`config.mk`:
```
export PLATFORM = sky130hd
export DESIGN_NAME = mram_burst_bridge
export DESIGN_NICKNAME = d
export VERILOG_FILES = /design/src/rtl/mram_burst_bridge.sv
export SDC_FILE = /design/constraint.sdc
export NUM_CORES = 1
export LEC_CHECK = 0
export BUFFER_PORTS_ARGS = -buffer_cell sky130_fd_sc_hd__buf_2
export CAP_MARGIN = 15
export CORE_MARGIN = 1.5
export CORE_UTILIZATION = 35
export DETAILED_ROUTE_END_ITERATION = 10
export PLACE_DENSITY = 0.66
export SLEW_MARGIN = 15
export SYNTH_ARGS = -nofsm -noshare
export SYNTH_HDL_FRONTEND = slang
export SYNTH_SLANG_ARGS = --single-unit
export TNS_END_PERCENT = 1
```
`constraint.sdc`:
```
create_clock -name clk -period 1.72 [get_ports clk]
set_input_delay 0.344 -clock clk [delete_from_list [all_inputs] [get_ports clk]]
set_output_delay 0.344 -clock clk [all_outputs]
set_load 0.01 [all_outputs]
```
`src/rtl/mram_burst_bridge.sv`:
```
// Serial-command to asynchronous MRAM burst bridge: serially loads an address (and
// write data per word), runs fixed-length strobe accesses and streams read words out.
module mram_burst_bridge #(
   parameter int DATA_W   = 16,
   parameter int ADDR_W   = 20,
   parameter int BURST_W  = 4,
   parameter int WAIT_CYC = 3
) (
   input  logic               clk,
   input  logic               rst,
   input  logic               cmd_start,
   input  logic               cmd_rw,
   input  logic [1:0]         cmd_word_sel,
   input  logic [BURST_W-1:0] cmd_len,
   input  logic               ser_valid,
   input  logic               ser_addr_in,
   input  logic               ser_data_in,
   output logic               ser_data_out,
   output logic               ser_out_valid,
   output logic               busy,
   output logic               done,
   output logic [ADDR_W-1:0]  mram_addr,
   output logic [DATA_W-1:0]  mram_dq_out,
   input  logic [DATA_W-1:0]  mram_dq_in,
   output logic               chip_en_n,
   output logic               write_en_n,
   output logic               out_en_n,
   output logic               lb_en_n,
   output logic               ub_en_n
);

   localparam int HALF    = DATA_W / 2;
   localparam int CNT_MAX = (ADDR_W > DATA_W) ? ((ADDR_W > WAIT_CYC) ? ADDR_W : WAIT_CYC)
                                              : ((DATA_W > WAIT_CYC) ? DATA_W : WAIT_CYC);
   localparam int CNT_W   = $clog2(CNT_MAX + 1);

   localparam logic [CNT_W-1:0] ADDR_LAST = CNT_W'(ADDR_W - 1);
   localparam logic [CNT_W-1:0] DATA_LAST = CNT_W'(DATA_W - 1);
   localparam logic [CNT_W-1:0] WAIT_LAST = CNT_W'(WAIT_CYC - 1);

   typedef enum logic [2:0] {
      IDLE, LOAD_ADDR, LOAD_DATA, ACCESS, SHIFT_OUT, NEXT, DONE
   } state_t;

   state_t             state_q, state_d;
   logic               rw_q, rw_d;
   logic [1:0]         sel_q, sel_d;
   logic [BURST_W-1:0] len_q, len_d;
   logic [BURST_W-1:0] words_q, words_d;
   logic [CNT_W-1:0]   cnt_q, cnt_d;
   logic [ADDR_W-1:0]  addr_q, addr_d;
   logic [DATA_W-1:0]  wdata_q, wdata_d;
   logic [DATA_W-1:0]  rdata_q, rdata_d;
   logic [DATA_W-1:0]  lane_mask;
   logic               in_access;

   // Unselected byte lane is forced to zero before it reaches the serial output.
   always_comb begin
      case (sel_q)
         2'b01:   lane_mask = {{HALF{1'b0}}, {HALF{1'b1}}};
         2'b10:   lane_mask = {{HALF{1'b1}}, {HALF{1'b0}}};
         default: lane_mask = {DATA_W{1'b1}};
      endcase
   end

   always_comb begin
      state_d = state_q;
      rw_d    = rw_q;
      sel_d   = sel_q;
      len_d   = len_q;
      words_d = words_q;
      cnt_d   = cnt_q;
      addr_d  = addr_q;
      wdata_d = wdata_q;
      rdata_d = rdata_q;
      case (state_q)
         IDLE: begin
            if (cmd_start) begin
               rw_d    = cmd_rw;
               sel_d   = cmd_word_sel;
               len_d   = cmd_len;
               words_d = '0;
               cnt_d   = '0;
               state_d = LOAD_ADDR;
            end
         end
         LOAD_ADDR: begin
            if (ser_valid) begin
               addr_d = {addr_q[ADDR_W-2:0], ser_addr_in};
               if (cnt_q == ADDR_LAST) begin
                  cnt_d   = '0;
                  state_d = rw_q ? LOAD_DATA : ACCESS;
               end else begin
                  cnt_d = cnt_q + CNT_W'(1);
               end
            end
         end
         LOAD_DATA: begin
            if (ser_valid) begin
               wdata_d = {wdata_q[DATA_W-2:0], ser_data_in};
               if (cnt_q == DATA_LAST) begin
                  cnt_d   = '0;
                  state_d = ACCESS;
               end else begin
                  cnt_d = cnt_q + CNT_W'(1);
               end
            end
         end
         ACCESS: begin
            if (cnt_q == WAIT_LAST) begin
               cnt_d = '0;
               if (rw_q) begin
                  state_d = NEXT;
               end else begin
                  rdata_d = mram_dq_in & lane_mask;
                  state_d = SHIFT_OUT;
               end
            end else begin
               cnt_d = cnt_q + CNT_W'(1);
            end
         end
         SHIFT_OUT: begin
            rdata_d = rdata_q << 1;
            if (cnt_q == DATA_LAST) begin
               cnt_d   = '0;
               state_d = NEXT;
            end else begin
               cnt_d = cnt_q + CNT_W'(1);
            end
         end
         NEXT: begin
            if (words_q == len_q) begin
               state_d = DONE;
            end else begin
               addr_d  = addr_q + ADDR_W'(1);
               words_d = words_q + BURST_W'(1);
               state_d = rw_q ? LOAD_DATA : ACCESS;
            end
         end
         DONE:    state_d = IDLE;
         default: state_d = IDLE;
      endcase
   end

   always_ff @(posedge clk) begin
      if (rst) begin
         state_q <= IDLE;
         rw_q    <= 1'b0;
         sel_q   <= 2'b00;
         len_q   <= '0;
         words_q <= '0;
         cnt_q   <= '0;
         addr_q  <= '0;
         wdata_q <= '0;
         rdata_q <= '0;
      end else begin
         state_q <= state_d;
         rw_q    <= rw_d;
         sel_q   <= sel_d;
         len_q   <= len_d;
         words_q <= words_d;
         cnt_q   <= cnt_d;
         addr_q  <= addr_d;
         wdata_q <= wdata_d;
         rdata_q <= rdata_d;
      end
   end

   // Strobes decode straight from the registered state, so they all release together.
   assign in_access     = (state_q == ACCESS);
   assign chip_en_n     = ~in_access;
   assign write_en_n    = ~(in_access & rw_q);
   assign out_en_n      = ~(in_access & ~rw_q);
   assign lb_en_n       = ~(in_access & (sel_q != 2'b10));
   assign ub_en_n       = ~(in_access & (sel_q != 2'b01));
   assign busy          = (state_q != IDLE);
   assign done          = (state_q == DONE);
   assign ser_out_valid = (state_q == SHIFT_OUT);
   assign ser_data_out  = (state_q == SHIFT_OUT) ? rdata_q[DATA_W-1] : 1'b0;
   assign mram_addr     = addr_q;
   assign mram_dq_out   = wdata_q;

endmodule

```
==> results of run 1 <==
final cells by class:
type	count	area [sq um]	share of cell area, %
clock inverter	5	57.6	1.15
clock buffer	11	141	2.82
multi-input combinational	365	2300	45.8
tap	136	170	3.39
timing repair buffer	132	863	17.2
sequential	71	1440	28.7
inverter	12	47.5	0.947
kinds of logic (layout without fill, tap and decap cells):
family	count (synthesis)	after routing
AND/OR/NAND/NOR	218	218
AO/OA/AOI/OAI	132	133
flip-flops	71	71
buffers and inverters	44	160
XOR/XNOR	7	7
adder cells (fa/ha/maj)	6	6
multiplexers	1	1
through the flow:
stage	hold slack [ns]	setup WS [ns]
2_1_floorplan	0.445	-0.00732
6_report	0.217	0.000593
4_1_cts	0.207	-0.0325
5_1_grt	0.226	-0.0684
3_5_place_dp	0.450	-0.0335
3_3_place_gp	0.441	0.0373
worst paths after layout:
check,start,to,slack [ns],depth (start not counted)
worst max-delay path,state_q[1],out_en_n,0.0006,6
worst min-delay path,cmd_word_sel[1],sel_q[1],0.22,3
worst max register to register,cnt_q[0],cnt_q[3],0.01,8
worst min register to register,mram_dq_out[15],mram_dq_out[15],0.46,2
routing by layer:
layer | wire (microns) | global-route usage, % | vias up
li1 | - | - | 1952
met1 | 4620 | 23.1 | 1850
met2 | 5140 | 29.0 | 109
met3 | 493 | 3.89 | 18
met4 | 264 | 9.52 | 0
met5 | 0 | 0 | -
critical path, stage by stage (launching register included):
cell and delay (ns):
dfxtp_4 0.39, nor2b_4 0.15, and2_4 0.17, inv_4 0.04, nor2_4 0.11, inv_2 0.04
buf_6 0.11
flip-flops by register name, indices dropped and copies added (netlist names):
name,count
len_q,4
words_q,4
rdata_q,16
sel_q,2
cnt_q,5
state_q,3
mram_addr,20
rw_q,1
mram_dq_out,16
synthesized netlist by cell type, drive strengths merged (2+ instances only):
master	number
and4	2
clkbuf	12
a31oi	3
inv	11
buf	20
dfxtp	71
xnor2	5
and2	5
a21oi	50
a22oi	2
a211oi	6
nor4	7
o21a	5
o31ai	3
nor2b	3
and3	2
a21o	2
nor2	35
nand2b	8
nand4	9
a311oi	18
or4	2
nand3	27
or3	2
o22ai	4
o211ai	3
o21ai	21
nor3	11
nand2	94
o32ai	2
ha	6
nand3b	6
xor2	2
a221o	2
a41o	2
power by group through the flow:
stage	combinational [mW]	clock [mW]	sequential, mW
final	0.493	1.37	1.71
after global routing	0.541	1.47	1.72
after CTS	0.460	1.41	1.71
after detailed placement	0.450	0	1.75
after global placement	0.447	0	1.74
after floorplan	0.279	0	1.74
what timing repair did:
item	4_1_cts	5_1_grt
setup endpoints to repair	19	35
gates cloned	0	1
pin swaps	1	15
setup buffers	1	1
gates resized for setup	13	35
==> key figures, run 1 <==
Worst setup path
  • Worst endpoint required time: 1.38 ns
  • CP Class: reg -> out
  • Max FO, Critical Path: 7
  • CP arrival: 1.38 ns
  • CP endpoint kind: output port
  • Startpoint Class: flip-flop

Finish
  • Utilization after layout: 48.4%
  • Design Area, Final: 5020 sq um
  • Final #Nets: 626
  • FILL cells: 1020
  • Share of cells above drive strength 1: 34.7%
  • Cell Count, Final, Fillers Out: 732
  • Synthesis-to-finish area growth: 33.4%
  • Most common cell after layout, fill and taps aside: nand2_1
  • Most frequent cells in the layout: nand2_1 (93), buf_2 (72), dfxtp_1 (59)
  • Antenna diodes: 0

Timing
  • RSZ-0062 raised after global routing: true
  • Setup_tns: 0 ns
  • Final worst path period need: 1.72 ns
  • Clock skew: 0.0108 ns
  • Final worst path period share: 100%
  • Fin. Hold Viols: 0
  • Rel. slew slack: 74.6%
  • Final setup violation count: 0
  • Slew @ Worst Pin: 0.379 ns
  • Fmax: 582 MHz
  • Slew Viols, Final: 0

Logic synthesis
  • Share of the synthesized area in the top cell type: 37.8%
  • Prevailing post-synth register cell: dfxtp_1
  • Synthesized Nets: 514
  • Post-synth ARST share: 0%
  • Synthesized area per cell: 7.85 sq um
  • XOR/XNOR share of the synthesized area: 1.63%
  • Synth top area cells: dfxtp_1 (38%), nand2_1 (9.3%), a21oi_1 (6.7%), a311oi_1 (4.2%), nand3_1 (3.6%)
  • Syn. warnings: 0
  • Simple-Gate Fraction of Synth Area: 29.2%
  • Post-synthesis mux area share: 0.266%
  • Cell accounting for the most synthesized area: dfxtp_1
  • Post-synth cell types: 68
  • Main combinational cell family by area after synthesis: simple AND/OR/NAND/NOR gates
  • Synth Area in Compound Gates: 23.5%
  • Synthesized-area fraction occupied by adder cells: 2.00%
  • Synthesized flop and latch total: 71
  • Seq/Total Area, Yosys: 37.8%
  • Syn Inst Count: 479
  • Mapped Area: 3760 sq um
  • Post-synth EDFFs: 0

Global routing
  • Tot GR Track Use: 18.2%
  • Largest net degree at the start of global routing: 66
  • First-pass GRT wire length: 16700 microns
  • Vias in the first global route: 3618
  • Initial antenna violation count: 0
  • Overflow after GRT: 0

Clock tree
  • Root Driver: clkbuf_8
  • CTS tree: done
  • CTS sink count: 71
  • TritonCTS Buffers: 9
  • Hold buffer count at cts: 0
  • Max clock buf depth: 2
  • CTS H-tree depth: 3
  • Clk pin slew, worst setup/hold paths: 0.08 ns
  • Worst-Skew Late Latency: 0.36 ns

Placed design
  • Detail Placement HPWL: 7250 microns
  • Routability cong.: 0.867
  • Placed Cells: 713
  • I/O Buffers: 73
  • Dpl cell area: 4610 sq um

Die
  • DIE AREA: 11400 sq um
  • Cell Rows: 37
  • Chip width: 107 microns
  • Chip height: 107 microns
  • I/O pin count: 74
  • Initial core utilization: 36.3%
  • Core Box Area: 10400 sq um

Power
  • Overall power: 3.58 mW
  • P_sw: 0.983 mW
  • Pwr dens: 712 nW/um^2
  • Power share of the sequential group: 47.8%
  • Clock power frac: 38.4%
  • Leak Pwr: 2.03 nW
  • Switch share: 27.5%
  • Comb pwr share: 13.8%
  • VDD IR max: 0.000487 V
  • Internal: 2.59 mW

Detailed routing
  • Number of iterations in the first detailed-routing pass: 5
  • Vias/cell: 5.37
  • Final WL: 10500 microns
  • Wirelength per Cell: 14.4 microns
  • DRC Markers: 0
  • Routed vias: 3929
  • DRT iter0 DRCs: 241
  • Antenna-violating nets left: 0

Status
  • Outcome: finished, final reports clean

Min path
  • Hold WC Path Type: in -> reg

Run
  • Maxcap violations: 0
Power figures use the tool's default switching activity.
==> run 2: changes to the inputs <==
Settings changed: CORE_UTILIZATION 35 to 50, PLACE_DENSITY 0.66 to 0.85.
==> run 2 against run 1 <==
Compared with the run above:
- the flow now finishes with violations (setup timing)
- register-to-register slack worse by 0.04 ns
- maximum frequency is 2.3% lower
- non-clock buffer count grew 4
- critical path depth is 1 lower
- utilization increased by 20 points
- wire length up 5.1%
- clock power is 10% higher
- global-route usage rose by 8.4 points
- sequential share of layout area increased by 0.12 points
- combinational power rose by 7.7%
- critical path type unchanged
- critical endpoint is now busy
==> key figures, run 2 (same netlist as run 1, synthesis figures left out) <==
Timing
  • RSZ-0062 raised after global routing: true
  • Setup_tns: -0.116 ns (-0.116 ns)
  • Fin. Hold Viols: 0 (unchanged)
  • Final worst path period share: 102% (+2.3 points)
  • Clock skew: 0.0131 ns (+0.00226 ns)
  • Rel. slew slack: 72.7% (-1.9 points)
  • Slew Viols, Final: 0 (unchanged)
  • Slew @ Worst Pin: 0.410 ns (+0.0308 ns)
  • Fmax: 568 MHz (-2.3%)
  • Setup ws final: -0.0396 ns (-0.0402 ns)
  • Final worst path period need: 1.76 ns (+0.0402 ns)
  • Final setup violation count: 6 (+6)

Power
  • VDD IR max: 0.000520 V (+6.8%)
  • Pwr dens: 752 nW/um^2 (+5.6%)
  • Clock power frac: 40.3% (+1.9 points)
  • Switch share: 27.3% (-0.19 points)
  • Comb pwr share: 14.1% (+0.3 points)
  • Leak Pwr: 2.02 nW (-0.93%)
  • Internal: 2.73 mW (+5.2%)
  • P_sw: 1.02 mW (+4.2%)
  • Power share of the sequential group: 45.5% (-2.3 points)

Detailed routing
  • Wirelength per Cell: 15.8 microns (+10%)
  • Top sig layer: met4
  • Met3 wire len: 757 microns (+54%)
  • Number of iterations in the first detailed-routing pass: 5 (unchanged)
  • Final WL: 11100 microns (+5.1%)
  • Met1 WL: 4490 microns (-2.9%)
  • Vias/cell: 5.91 (+10%)
  • DRC Markers: 0 (unchanged)
  • Met2 Routed Length: 5520 microns (+7.4%)
  • Antenna-violating nets left: 0 (unchanged)
  • Routed vias: 4123 (+4.9%)
  • DRT iter0 DRCs: 377 (+56%)

Global routing
  • Largest net degree at the start of global routing: 66 (unchanged)
  • First-pass GRT wire length: 17700 microns (+6.0%)
  • Overflow after GRT: 0 (unchanged)
  • Initial antenna violation count: 0 (unchanged)
  • Vias in the first global route: 3801 (+5.1%)
  • Tot GR Track Use: 26.6% (+8.4 points)

Placed design
  • Dpl ws: -0.196 ns (-0.163 ns)
  • I/O Buffers: 73 (unchanged)
  • Dpl cell area: 4600 sq um (-0.19%)
  • Routability cong.: 0.916 (+5.6%)
  • Placed Cells: 681 (-4.5%)
  • Detail Placement HPWL: 7090 microns (-2.2%)

Clock tree
  • TritonCTS Buffers: 9 (unchanged)
  • Root Driver: clkbuf_8
  • CTS sink count: 71 (unchanged)
  • Max clock buf depth: 2 (unchanged)
  • CTS tree: done
  • Worst-Skew Late Latency: 0.36 ns (about the same)
  • CTS H-tree depth: 3 (unchanged)
  • Clk pin slew, worst setup/hold paths: 0.08 ns (about the same)

Status
  • Violated checks: setup timing
  • Outcome: finished with violations

Min path
  • WHS Path Cells: 3 (unchanged)
  • Worst Hold Path EP: rw_q
  • Hold WC Path Type: in -> reg
  • Hold_sp: cmd_rw

Worst setup path
  • Max FO, Critical Path: 18 (+11)
  • Reg2reg path depth: 8 (unchanged)
  • CP arrival: 1.42 ns (+0.04 ns)
  • Worst endpoint required time: 1.38 ns (about the same)
  • Startpoint Class: flip-flop
  • RR Endpoint: cnt_q[2]
  • Worst reg2reg startpoint: cnt_q[0]
  • Worst R2R Setup Slack: -0.03 ns (-0.04 ns)
  • CP Class: reg -> out
  • CP endpoint kind: output port
  • Crit path from: state_q[0]

Finish
  • Cell Count, Final, Fillers Out: 698 (-4.6%)
  • Utilization after layout: 68.8% (+20 points)
  • FILL cells: 551 (-46%)
  • Register Area: 1440 sq um (-0.17%)
  • Share of cells above drive strength 1: 33.6% (-1.2 points)
  • Synthesis-to-finish area growth: 32.7%
  • Final #Nets: 629 (+0.48%)
  • Most common cell after layout, fill and taps aside: nand2_1
  • Antenna diodes: 0 (unchanged)
  • Multi-input combinational cell area: 2260 sq um (-1.8%)
  • Design Area, Final: 4990 sq um (-0.57%)
  • Max reg flops: 20 (unchanged)
  • Most frequent cells in the layout: nand2_1 (93), buf_2 (72), dfxtp_1 (63)

Die
  • Core Box Area: 7250 sq um (-30%)
  • DIE AREA: 8050 sq um (-29%)
  • Chip width: 89.7 microns (-16%)
  • Cell Rows: 31 (-16%)
  • I/O pin count: 74 (unchanged)
  • Chip height: 89.7 microns (-16%)
  • Initial core utilization: 51.9% (+16 points)

Run
  • Maxcap violations: 0 (unchanged)
run 2: power by group through the flow:
stage / clock network [mW] / registers (mW) / logic (mW)
after floorplan: 0 / 1.74 / 0.279
after global placement: 0 / 1.74 / 0.452
after detailed placement: 0 / 1.74 / 0.464
after CTS: 1.52 / 1.71 / 0.491
after global routing: 1.59 / 1.71 / 0.568
final: 1.51 / 1.71 / 0.531
run 2: area by class of cell:
cell class	count	area share (%)
Tap cell	99	2.48
Timing Repair Buffer	136	18.1
Sequential cell	71	28.8
Clock buffer	10	2.56
Multi-Input combinational cell	364	45.2
Clock inverter	6	1.86
Inverter	12	0.902
run 2: what timing repair did:
action,in CTS,in global routing
pin swaps,6,8
resized for setup,21,21
buffers inserted,0,1
endpoints found under the setup margin,34,32
hold buffers,0,0
run 2: worst max path at each step:
stage | endpoint | cells past startpoint | slack, ns
4_1_cts | busy | 5 | -0.02
3_3_place_gp | mram_addr[19] | 5 | -0.09
5_1_grt | cnt_q[2] | 8 | -0.10
2_1_floorplan | mram_addr[18] | 6 | -0.007
6_report | busy | 5 | -0.04
3_5_place_dp | mram_addr[19] | 5 | -0.20
run 2: worst max-delay path, stage by stage, from the launching register on:
cell and delay, ns:
dfxtp_4 0.38, buf_6 0.17, nor3_4 0.22, buf_4 0.13, inv_1 0.03, buf_2 0.12
run 2: metrics by stage:
step	hold slack, ns	total power [mW]
after floorplan	0.445	2.02
after global placement	0.440	2.19
after detailed placement	0.456	2.21
after CTS	0.219	3.71
after global routing	0.225	3.87
final	0.219	3.75
run 2: metal layers:
metal / track usage [%] / vias up
met5: 0 / -
met2: 45.7 / 190
li1: - / 1959
met3: 7.28 / 38
met4: 9.52 / 0
met1: 31.9 / 1936
